### src/rtl/muldiv_unit_pkg.sv
// rtl/muldiv_unit_pkg.sv - opcode and state encodings shared by the mul/div unit
package muldiv_unit_pkg;

    typedef enum logic [1:0] {
        OP_MULT  = 2'b00,
        OP_MULTU = 2'b01,
        OP_DIV   = 2'b10,
        OP_DIVU  = 2'b11
    } op_e;

    typedef enum logic [1:0] {
        S_IDLE = 2'b00,
        S_CALC = 2'b01,
        S_FIX  = 2'b10
    } state_e;

    function automatic logic op_is_div(input op_e o);
        return (o == OP_DIV) || (o == OP_DIVU);
    endfunction

    function automatic logic op_is_signed(input op_e o);
        return (o == OP_MULT) || (o == OP_DIV);
    endfunction

endpackage

### src/rtl/muldiv_unit_cond_neg.sv
// rtl/muldiv_unit_cond_neg.sv - conditional two's-complement negate
// Ports:
//   neg_i   1      negate when high
//   data_i  WIDTH  value in
//   data_o  WIDTH  neg_i ? -data_i : data_i
module cond_neg #(
    parameter int WIDTH = 32
) (
    input  logic             neg_i,
    input  logic [WIDTH-1:0] data_i,
    output logic [WIDTH-1:0] data_o
);

    assign data_o = neg_i ? ({WIDTH{1'b0}} - data_i) : data_i;

endmodule

### src/rtl/muldiv_unit.sv
// rtl/muldiv_unit.sv - iterative MIPS multiply/divide unit with HI/LO registers
// Ports:
//   Clk, Rst_n      clock, async active-low reset
//   start, op       launch MULT/MULTU/DIV/DIVU (sampled in IDLE only)
//   opA, opB        rs / rt operands; opA also feeds MTHI/MTLO
//   mthi, mtlo      write HI/LO from opA (IDLE only, dropped when start is high)
//   busy            high while an op is in CALC or FIX
//   done            one-cycle pulse when HI/LO were just written by an op
//   hi, lo          architectural HI/LO registers
module muldiv_unit
    import muldiv_unit_pkg::*;
#(
    parameter int WIDTH = 32,
    parameter int CNT_W = $clog2(WIDTH)
) (
    input  logic             Clk,
    input  logic             Rst_n,
    input  logic             start,
    input  logic [1:0]       op,
    input  logic [WIDTH-1:0] opA,
    input  logic [WIDTH-1:0] opB,
    input  logic             mthi,
    input  logic             mtlo,
    output logic             busy,
    output logic             done,
    output logic [WIDTH-1:0] hi,
    output logic [WIDTH-1:0] lo
);

    state_e               state_q, state_d;
    logic [CNT_W-1:0]     cnt_q, cnt_d;
    logic                 is_div_q, is_div_d;
    logic                 sa_q, sa_d;
    logic                 sb_q, sb_d;
    logic                 dz_q, dz_d;
    // Multiplicand for MUL, divisor for DIV; the accumulator holds the other operand.
    logic [WIDTH-1:0]     opnd_q, opnd_d;
    logic [2*WIDTH-1:0]   acc_q, acc_d;
    logic [WIDTH-1:0]     hi_q, hi_d;
    logic [WIDTH-1:0]     lo_q, lo_d;
    logic                 busy_q, busy_d;
    logic                 done_q, done_d;

    // Operand decode and absolute values at launch
    op_e              op_in;
    logic             in_signed, in_div, in_sa, in_sb;
    logic [WIDTH-1:0] abs_a, abs_b;

    assign op_in     = op_e'(op);
    assign in_signed = op_is_signed(op_in);
    assign in_div    = op_is_div(op_in);
    assign in_sa     = in_signed & opA[WIDTH-1];
    assign in_sb     = in_signed & opB[WIDTH-1];

    cond_neg #(.WIDTH(WIDTH)) u_abs_a (.neg_i(in_sa), .data_i(opA), .data_o(abs_a));
    cond_neg #(.WIDTH(WIDTH)) u_abs_b (.neg_i(in_sb), .data_i(opB), .data_o(abs_b));

    // One shift-add multiply step: add multiplicand into the upper half when the
    // current multiplier LSB is set, then shift the whole accumulator right.
    logic [WIDTH:0]       mul_sum;
    logic [2*WIDTH-1:0]   mul_next;

    assign mul_sum  = {1'b0, acc_q[2*WIDTH-1:WIDTH]} + {1'b0, (acc_q[0] ? opnd_q : {WIDTH{1'b0}})};
    assign mul_next = {mul_sum, acc_q[WIDTH-1:1]};

    // One restoring divide step on {remainder, quotient}: the next dividend bit
    // shifts into the remainder while the quotient bit shifts in at the bottom.
    logic [WIDTH:0]       div_rem_sh;
    logic [WIDTH:0]       div_trial;
    logic                 div_ge;
    logic [2*WIDTH-1:0]   div_next;

    assign div_rem_sh = acc_q[2*WIDTH-1:WIDTH-1];
    assign div_ge     = (div_rem_sh >= {1'b0, opnd_q});
    assign div_trial  = div_rem_sh - {1'b0, opnd_q};
    assign div_next   = {(div_ge ? div_trial[WIDTH-1:0] : div_rem_sh[WIDTH-1:0]),
                         acc_q[WIDTH-2:0], div_ge};

    // Result sign fix-up. With a zero divisor every trial subtract succeeds, so the
    // remainder ends up as |opA| and re-signing it restores the raw dividend.
    logic [2*WIDTH-1:0]   prod_fix;
    logic [WIDTH-1:0]     quot_fix, rem_fix;

    cond_neg #(.WIDTH(2*WIDTH)) u_fix_prod (.neg_i(sa_q ^ sb_q), .data_i(acc_q), .data_o(prod_fix));
    cond_neg #(.WIDTH(WIDTH))   u_fix_quot (.neg_i(sa_q ^ sb_q), .data_i(acc_q[WIDTH-1:0]), .data_o(quot_fix));
    cond_neg #(.WIDTH(WIDTH))   u_fix_rem  (.neg_i(sa_q), .data_i(acc_q[2*WIDTH-1:WIDTH]), .data_o(rem_fix));

    // State register and all registered outputs
    always_ff @(posedge Clk or negedge Rst_n) begin
        if (!Rst_n) begin
            state_q  <= S_IDLE;
            cnt_q    <= '0;
            is_div_q <= 1'b0;
            sa_q     <= 1'b0;
            sb_q     <= 1'b0;
            dz_q     <= 1'b0;
            opnd_q   <= '0;
            acc_q    <= '0;
            hi_q     <= '0;
            lo_q     <= '0;
            busy_q   <= 1'b0;
            done_q   <= 1'b0;
        end else begin
            state_q  <= state_d;
            cnt_q    <= cnt_d;
            is_div_q <= is_div_d;
            sa_q     <= sa_d;
            sb_q     <= sb_d;
            dz_q     <= dz_d;
            opnd_q   <= opnd_d;
            acc_q    <= acc_d;
            hi_q     <= hi_d;
            lo_q     <= lo_d;
            busy_q   <= busy_d;
            done_q   <= done_d;
        end
    end

    // Next-state logic
    always_comb begin
        state_d = state_q;
        case (state_q)
            S_IDLE:  if (start) state_d = S_CALC;
            S_CALC:  if (cnt_q == CNT_W'(WIDTH - 1)) state_d = S_FIX;
            S_FIX:   state_d = S_IDLE;
            default: state_d = S_IDLE;
        endcase
    end

    // Datapath and output next-values
    always_comb begin
        cnt_d    = cnt_q;
        is_div_d = is_div_q;
        sa_d     = sa_q;
        sb_d     = sb_q;
        dz_d     = dz_q;
        opnd_d   = opnd_q;
        acc_d    = acc_q;
        hi_d     = hi_q;
        lo_d     = lo_q;
        busy_d   = (state_d != S_IDLE);
        done_d   = (state_q == S_FIX);
        case (state_q)
            S_IDLE: begin
                if (start) begin
                    cnt_d    = '0;
                    is_div_d = in_div;
                    sa_d     = in_sa;
                    sb_d     = in_sb;
                    dz_d     = (opB == {WIDTH{1'b0}});
                    opnd_d   = in_div ? abs_b : abs_a;
                    acc_d    = {{WIDTH{1'b0}}, (in_div ? abs_a : abs_b)};
                end else begin
                    if (mthi) hi_d = opA;
                    if (mtlo) lo_d = opA;
                end
            end
            S_CALC: begin
                acc_d = is_div_q ? div_next : mul_next;
                cnt_d = cnt_q + 1'b1;
            end
            S_FIX: begin
                if (is_div_q) begin
                    hi_d = rem_fix;
                    lo_d = dz_q ? {WIDTH{1'b1}} : quot_fix;
                end else begin
                    hi_d = prod_fix[2*WIDTH-1:WIDTH];
                    lo_d = prod_fix[WIDTH-1:0];
                end
            end
            default: ;
        endcase
    end

    assign busy = busy_q;
    assign done = done_q;
    assign hi   = hi_q;
    assign lo   = lo_q;

endmodule

### config.mk
export PLATFORM = sky130hd
export DESIGN_NAME = muldiv_unit
export DESIGN_NICKNAME = d
export VERILOG_FILES = /design/src/rtl/muldiv_unit_pkg.sv /design/src/rtl/muldiv_unit_cond_neg.sv /design/src/rtl/muldiv_unit.sv
export SDC_FILE = /design/constraint.sdc
export NUM_CORES = 1
export LEC_CHECK = 0
export CAP_MARGIN = 5
export CORE_ASPECT_RATIO = 2
export CORE_MARGIN = 2
export CORE_UTILIZATION = 50
export DETAILED_ROUTE_END_ITERATION = 7
export MAX_ROUTING_LAYER = met4
export PLACE_DENSITY = 0.74
export SYNTH_ARGS = -nofsm -noshare
export SYNTH_HDL_FRONTEND = slang
export SYNTH_SLANG_ARGS = --single-unit
### constraint.sdc
create_clock -name Clk -period 3.3 [get_ports Clk]
set_input_delay 0.825 -clock Clk [delete_from_list [all_inputs] [get_ports Clk]]
set_output_delay 0.825 -clock Clk [all_outputs]
set_load 0.02 [all_outputs]
==> flow_metrics.py <==
metrics = {
    "run_status": {
        "outcome": "complete, no violations",
    },
    "setup_path": {
        "cp.required_ns": 3.68,
        "cp_slowest_stage_delay_ns": 0.46,
        "crit_slowest_cell": "o31ai_4",
        "worstRegToRegCells": 13,
        "arrival_ns": 3.64,
        "end_kind": "register",
        "cp_max_fo": 4,
        "critPathKind": "register to register",
        "path_cells": "buf_4, ha_2, inv_2, fa_2, a211oi_2, o21ai_1, o211ai_1, o31a_1, o31ai_4, nand3_1, a21oi_2, mux2_4, a221oi_2",
        "start_kind": "register",
    },
    "sta": {
        "hold_viol_final": 0,
        "slew_violations": 0,
        "finalClockSkew_ns": 0.0131,
        "slew_headroom_pct": 23.0,
        "finalSetupViolCount": 0,
        "fin_crit_sh_pct": 98.6,
        "fin_crit_ns": 3.25,
        "rsz0062_at_grt": "yes",
        "fmax_mhz": 307,
        "worst_slew_pin_slew_ns": 1.15,
        "setup_ws_ns": 0.0460,
    },
    "pwr": {
        "seqPwrFrac_pct": 16.7,
        "p_leak_nw": 8.66,
        "peakVddDrop_mv": 0.859,
        "power_density_nw_per_um2": 1280,
        "p_sw_w": 0.0131,
        "combPwrFrac_pct": 75.3,
        "switching_share_pct": 51.2,
        "power_w": 0.0256,
        "power_frac_clock_pct": 8.0,
        "p_int_w": 0.0125,
    },
    "synth": {
        "yosysMostFrequentCell": "o21ai_0",
        "netlist_area_um2": 15000,
        "synthXorXnorAreaFrac_pct": 9.58,
        "ys_top_cells_by_count": "o21ai_0 (203), nor2_1 (191), nand2_1 (185), dfrtp_1 (173), a21oi_1 (171)",
        "async_flop_share_pct": 100,
        "netlist_top_cells_area": "dfrtp_1 (29%), o21ai_0 (6.8%), ha_1 (5.8%), a21oi_1 (5.7%), xnor2_1 (5.3%)",
        "syn_inst": 1938,
        "synth_top_area_cell": "dfrtp_1",
        "yosys_register_bits": 173,
        "yosysWarnings": 0,
        "synth_cell_types": 77,
        "yosysSeqAreaShare_pct": 28.9,
        "synth-simple-area-share_pct": 18.9,
        "post_synth_fa_ha_maj_area_fraction_pct": 6.11,
        "synth_compound_area_share_pct": 29.1,
        "synth_top_family_by_area": "compound AO/OA/AOI/OAI gates",
        "synth_nets": 2081,
        "synth_ff_type": "dfrtp_1",
        "avgSynthCellArea_um2": 7.74,
        "synth_edf_count": 0,
        "yosysTopAreaCellShare_pct": 28.9,
        "synth.area.mux_share_pct": 2.65,
    },
    "clocking": {
        "numCtsBuffers": 17,
        "cts_hold_buffers": 0,
        "h-tree-depth": 4,
        "insertion_delay_ns": 0.47,
        "cts_tree": "yes",
        "cts-root-buf": "clkbuf_16",
        "clock-sinks": 173,
        "path_clk_slew_ns": 0.08,
        "cts_buffer_depth": 2,
    },
    "cells_and_area": {
        "final_util_pct": 68.0,
        "area_growth_pct": 33.7,
        "drive_above_1_share_pct": 20.9,
        "fin_area_um2": 20100,
        "n_fill_cell": 2578,
        "nets": 2443,
    },
    "grt": {
        "grt_pass1_vias": 17323,
        "antenna_found_initial": 6,
        "grt_usage_pct": 46.4,
        "grt-ovfl-total": 0,
        "use_met1_pct": 41.7,
        "grt_max_degree": 88,
        "use_met3_pct": 10.1,
        "busiest_layer": "met2",
        "grt.met2_usage_pct": 78.1,
        "grt_pass1_wl_um": 106000,
    },
    "drt": {
        "routedWlPerCell_um": 26.8,
        "ant_nets": 0,
        "vias": 17384,
        "drtPass1Iterations": 5,
        "drt_wl_total_um": 71800,
        "drt_iter0_markers": 1502,
        "drc": 0,
        "viasPerCell": 6.48,
    },
    "placed_design": {
        "gp_congestion": 1.06,
        "place_ws_ns": -0.598,
        "place_area_um2": 18900,
        "hpwl_um": 55800,
        "numPortBuffers": 136,
    },
    "floorplanning": {
        "initial_core_util_pct": 50.8,
        "core-area_um2": 29500,
        "die_y_um": 249,
        "core.rowCount": 89,
        "ioPinCount": 137,
        "die_x_um": 126,
        "design.die.area_um2": 31500,
    },
    "flow_run": {
        "cap_violations": 0,
    },
    "worst_hold_path": {
        "hp-class": "input pin to async pin",
    },
}
## metrics by stage
| step | setup TNS, ns | std cells | hold WS (ns) |
|---|---|---|---|
| floorplan | 0 | 1938 | 0.449 |
| global placement | -14.28 | 2632 | 0.461 |
| detailed placement | -16.59 | 2632 | 0.469 |
| CTS | -0.0638 | 2670 | 0.364 |
| global route | -0.164 | 2683 | 0.386 |
| finish | 0 | 2683 | 0.338 |
## cell usage in the layout (no fill, tap or decap), types with 19 or more instances in the layout
| master | count |
|---|---|
| o22ai_1 | 38 |
| nor2_1 | 185 |
| o211ai_1 | 44 |
| o31ai_1 | 22 |
| mux2i_1 | 33 |
| xnor2_1 | 90 |
| a21o_1 | 28 |
| dfrtp_1 | 166 |
| inv_1 | 64 |
| nor3_1 | 36 |
| clkdlybuf4s50_1 | 131 |
| buf_4 | 312 |
| xor2_1 | 73 |
| a22oi_1 | 27 |
| a31oi_1 | 33 |
| a211oi_1 | 31 |
| a21oi_1 | 156 |
| nand3_1 | 31 |
| ha_1 | 59 |
| nand2_1 | 182 |
| o21ai_0 | 187 |
| o21ai_1 | 19 |
## power groups by stage
stage	clock, W	sequential [W]	combinational (W)
after global placement	0	0.00419	0.0173
after floorplan	0	0.00454	0.00961
after global routing	0.00211	0.00434	0.0205
after CTS	0.00206	0.00420	0.0180
after detailed placement	0	0.00422	0.0176
final	0.00205	0.00426	0.0193
## cells by family (layout without fill, tap and decap cells)
family / after synthesis / in the layout
AOI/OAI and AO/OA: 702 / 702
xor gates and xnor gates: 164 / 164
adders and majority gates: 72 / 72
buffers and inverters: 190 / 565
DFF: 173 / 173
muxes: 39 / 39
other: 0 / 6
and+or+nand+nor: 598 / 598
## metal layers
layer / up-vias / part of all wire [%]
met5: - / 0
met4: 0 / 13
met3: 428 / 7.1
met2: 918 / 50
met1: 8225 / 30
li1: 7813 / -
## path summary, 6_finish.rpt
kind	from	to	slack, ns
worst min register to register	hi[3]$_DFFE_PN0P_	hi[3]$_DFFE_PN0P_	0.48
worst max-delay path	opnd_q[0]$_DFFE_PN0P_	acc_q[60]$_DFFE_PN0P_	0.05
worst max register to register	opnd_q[0]$_DFFE_PN0P_	acc_q[60]$_DFFE_PN0P_	0.05
worst min-delay path	Rst_n	acc_q[40]$_DFFE_PN0P_	0.34
max in group asynchronous	Rst_n	opnd_q[14]$_DFFE_PN0P_	2.13
min in group Clk	hi[3]$_DFFE_PN0P_	hi[3]$_DFFE_PN0P_	0.48
## sequential cells by signal, indices dropped and copies added, names as in the netlist
signal	cells
lo	32
sb_q	1
acc_q	64
opnd_q	32
sa_q	1
dz_q	1
is_div_q	1
busy	1
done	1
hi	32
cnt_q	5
state_q	2
## what timing repair did
action	in CTS	in global routing
gates cloned	1	0
pin swaps	11	48
setup endpoints to repair	25	44
setup buffers	5	11
resized for setup	30	97
## worst max-delay path: cells and delay by family (launching register included)
kind,cells,cell delay [ns]
compound gates,7,1.65
simple gates,1,0.19
buf+inv,2,0.21
flops,1,0.40
fa+ha+maj,2,0.41
mux,1,0.32
## final cells by class
cell class	count	area [um^2]	area share [%]
Clock inverter	14	126	0.630
Clock buffer	18	439	2.19
Multi-Input combinational cell	1575	10500	52.2
Antenna cell	6	15.0	0.0749
Sequential cell	173	4340	21.6
Inverter	71	274	1.37
Tap cell	364	455	2.27
Timing Repair Buffer	462	3950	19.7
No activity file was read; power rests on OpenSTA's default activity.
